===== src/rtl/count_sequence_checker_sat_counter.sv =====
// Saturating up-counter: stops at all-ones, cleared by reset or clr.
module sat_counter #(
  parameter int W = 8
) (
  input  logic         clk,
  input  logic         reset,
  input  logic         inc,
  input  logic         clr,
  output logic [W-1:0] q
);

  always_ff @(posedge clk) begin
    if (!reset || clr) begin
      q <= '0;
    end else if (inc && (q != {W{1'b1}})) begin
      q <= q + 1'b1;
    end
  end

endmodule


===== config.mk =====
export PLATFORM = sky130hd
export DESIGN_NAME = sat_counter
export DESIGN_NICKNAME = d
export VERILOG_FILES = /design/src/rtl/count_sequence_checker_sat_counter.sv
export SDC_FILE = /design/constraint.sdc
export NUM_CORES = 1
export LEC_CHECK = 0
export CORE_MARGIN = 8
export CORE_UTILIZATION = 30
export DETAILED_ROUTE_END_ITERATION = 12
export PLACE_DENSITY = 0.58
export SKIP_LAST_GASP = 1
export SLEW_MARGIN = 20
export SYNTH_ARGS = -nofsm -noshare
export SYNTH_HDL_FRONTEND = slang
export SYNTH_SLANG_ARGS = --single-unit
export TNS_END_PERCENT = 50

===== constraint.sdc =====
create_clock -name clk -period 2 [get_ports clk]
set_input_delay 0.3 -clock clk [delete_from_list [all_inputs] [get_ports clk]]
set_output_delay 0.3 -clock clk [all_outputs]
set_load 0.005 [all_outputs]

**Word level (Yosys, flattened, before mapping)**

Index checks and enable logic that the tools add are counted.

- $add $sub $neg: 1
- Eq/ne operators: 1
- Reduce and logical (&&, ||, !) cells: 3

Operators by type and width:

| operator | number |
|---|---|
| adder 8 x 1 -> 8 bit (second input constant) | 1 |
| != test 8 bit (second input constant) | 1 |
| logical AND 1 bit | 1 |
| logical NOT 1 bit | 1 |
| logical OR 1 bit | 1 |

- Bits in registers: 8
- Output and inout bits: 8

**Longest topological paths before layout**

- Word-level depth: 2
- Depth in mapped cells: 4

**Worst setup path before layout**

OpenSTA, ideal clock, no wires.

- Path type: register to register
- From: register q[0]
- To: register q[5]
- Data arrival time: 1.182 ns
- Setup slack: 0.746 ns
- Cell stages (with the launch flop): 5
- Path buffers: 0
- Clock period less this slack: 1.254 ns
- Cells stage by stage: dfxtp_1 ha_1 and4_4 a211oi_2 mux2i_1

- Cells in the longest elaborated chain, start to end: 2
- Elaborated cells on any way between the ends: 3

RTL lines:

| element | line | RTL |
|---|---|---|
| from (decl) | 9 | `output logic [W-1:0] q` |
| from (signal assigned) | 16 | `q <= q + 1'b1;` |
| branches (longest 2 deep; another with adder 8 x 1 -> 8 bit) | n/a |  |

Several ways; the timed one is not identified.
A chain may end at the register's enable or synchronous reset.

**Final worst setup path**

- From: register q[4]
- To: output port q[4]

No word-level cell between the ends.

==> impl_metrics.csv <==
group,metric,value,unit
floorplan,rows,13,
layout,diodes,0,
timing,worst_pin_slew,0.485,ns
yosys,yosys.area.top_type_share,38.0,%
global_route,grt_pass1_wl,1.63,mm
timing,clock_skew,0.00330,ns
yosys,netlist_area,422,sq um
placement,hpwl,725,um
setup_path,critPathTopFamily,"buffers and inverters",
global_route,grt_use_total,7.87,%
global_route,antenna_found_initial,0,
yosys,yosysSeqAreaShare,38.0,%
cts,post_cts_buffers,0,
placement,port_buffers,11,
cts,cts_root_buf,"clkbuf_4",
setup_path,cp_cell_sequence,"clkdlybuf4s50_1",
power,powerDensity,541,mW/mm^2
routing,drt_wl_total,979,um
cts,hold_buffers,0,
setup_path,critPathSlowestCell,"clkdlybuf4s50_1",
yosys,async_flop_share,0,%
routing,drt_iter0_drc,5,
yosys,ys_types,21,
yosys,syn-num-nets,51,
yosys,ys_ff_latch,8,
timing,drv_slew,0,
global_route,grt_max_degree,10,
timing,rsz0062_at_grt,"no",
cts,cts_buffer_depth,2,
global_route,grt_overflow_total,0,
layout,syn_to_final_growth,35.9,%
cts,cts_made_buffers,3,
power,vdd_ir_drop_max,225,uV
floorplan,die_area,0.00286,sq mm
timing,fin_crit_sh,79.4,%
yosys,synth_edf_count,0,
floorplan,floorplan.core_area,0.00130,sq mm
timing,finalSetupTns,0,ns
timing,max_freq,0.629,GHz
cts,clock-sinks,8,
cts,clk_pin_slew,0.05,ns
setup_path,max_stage_delay,0.56,ns
routing,wl_per_cell,13.1,um
cts,cts_tree,"done",
yosys,avgSynthCellArea,9.17,sq um
cts,ctsResizeCount,0,
yosys,synth_largest_area_cell,"dfxtp_1",
global_route,grt_pass1_vias,374,
floorplan,ioPinCount,12,
setup_path,cp-end-kind,"output pin",
cts,clk_latency,0.26,ns
routing,viasPerCell,5.25,
floorplan,die_height,53.5,um
worst_hold_path,hp-class,"reg2reg",
yosys,yosys_warnings,0,
setup_path,setup.worst_path.start_class,"register",
layout,top_register,"q",
routing,drc,0,
yosys,ys.flop_type,"dfxtp_1",
setup_path,crit_type,"reg2out",
routing,ant_nets,0,
placement,globalplace.congestion,0.743,
routing,vias,394,
timing,slew_headroom,67.6,%
timing,final_hold_viol_count,0,
routing,drt-pass1-iter-count,2,
floorplan,die_x,53.5,um
yosys,synth_cells,46,
power,leakagePower,0.208,nW
layout,top_regs,"q x8",
run_status,status,"complete, no violations",
layout,fin_util,44.0,%
layout,largest_reg_flops,8,
cts,cts_htree_levels,1,
layout,drive_gt1_share,11.7,%
setup_path,cp.arrival,1.29,ns
timing,finalCriticalPeriod,1.59,ns
floorplan,start_util,32.4,%
setup_path,cp_num_buf_inv,1,
layout,layout.nets,67,
setup_path,required,1.70,ns
run,maxCapViolations,0,
setup_path,cp_max_fo,9,
timing,setup_violations,0,
yosys,yosys-top-cells-area,"dfxtp_1 38%, mux2i_1 7.1%, and4_1 6.2%",
==> layer usage <==
layer,up-vias,GRT usage (%),wire (um)
met5,-,0,0
met2,9,11.7,422
li1,205,-,-
met4,0,1.26,6
met3,2,6.44,84
met1,178,8.63,466
==> cell usage after synthesis (2+ instances only) <==
master,instances
dfxtp_1,8
a21oi_1,5
nand2_1,5
and4_1,3
mux2i_1,3
nand2b_1,3
nor2b_1,3
a31oi_1,2
o21ai_0,2
==> where the power goes <==
| group | total [mW] | switching (mW) | internal [mW] | leakage [nW] |
|---|---|---|---|---|
| Combinational | 0.0210 | 0.00841 | 0.0126 | 0.130 |
| Sequential | 0.163 | 0.00175 | 0.161 | 0.0646 |
| Clock | 0.127 | 0.0578 | 0.0689 | 0.0138 |
| Total | 0.310 | 0.0680 | 0.242 | 0.208 |
==> cell usage in the layout (no fill, tap or decap), drive strengths merged, types with 2 or more instances in the layout <==
cell and n:
clkdlybuf4s50 11, dfxtp 8, a21oi 5, nand2 5, nor2b 4, and4 4, nand2b 3, mux2i 3
clkbuf 3, a31oi 2, o21ai 2
==> area by class of cell <==
| cell class | instances | area [sq um] |
|---|---|---|
| clock buffer | 3 | 22.5 |
| fill | 146 | 728 |
| multi-input combinational | 38 | 262 |
| sequential | 8 | 160 |
| tap | 15 | 18.8 |
| timing repair buffer | 11 | 110 |
==> cell families after synthesis <==
logic type / Yosys count / synth area share (%)
compound gates: 13 / 21.4
fa+ha+maj: 1 / 2.97
flops: 8 / 38.0
mux: 3 / 7.12
simple gates: 21 / 30.6
==> per-stage QoR <==
step / power [mW] / setup WS (ns) / instances / hold WS, ns / instance area [sq um]
floorplan: 0.175 / 0.746 / 46 / 0.483 / 422
global placement: 0.187 / 0.432 / 72 / 0.502 / 551
detailed placement: 0.187 / 0.403 / 72 / 0.509 / 551
CTS: 0.318 / 0.394 / 75 / 0.517 / 573
global route: 0.329 / 0.334 / 75 / 0.530 / 573
finish: 0.310 / 0.411 / 75 / 0.511 / 573
==> path summary, 6_finish.rpt <==
path / slack [ns] / end / depth (start not counted) / start
setup / recovery: 0.41 / q[4] / 1 / q[4]
hold / removal: 0.51 / q[1] / 2 / q[1]
setup reg to reg: 0.69 / q[5] / 4 / q[0]
hold reg to reg: 0.51 / q[1] / 2 / q[1]
(Power assumes the default switching activity.)
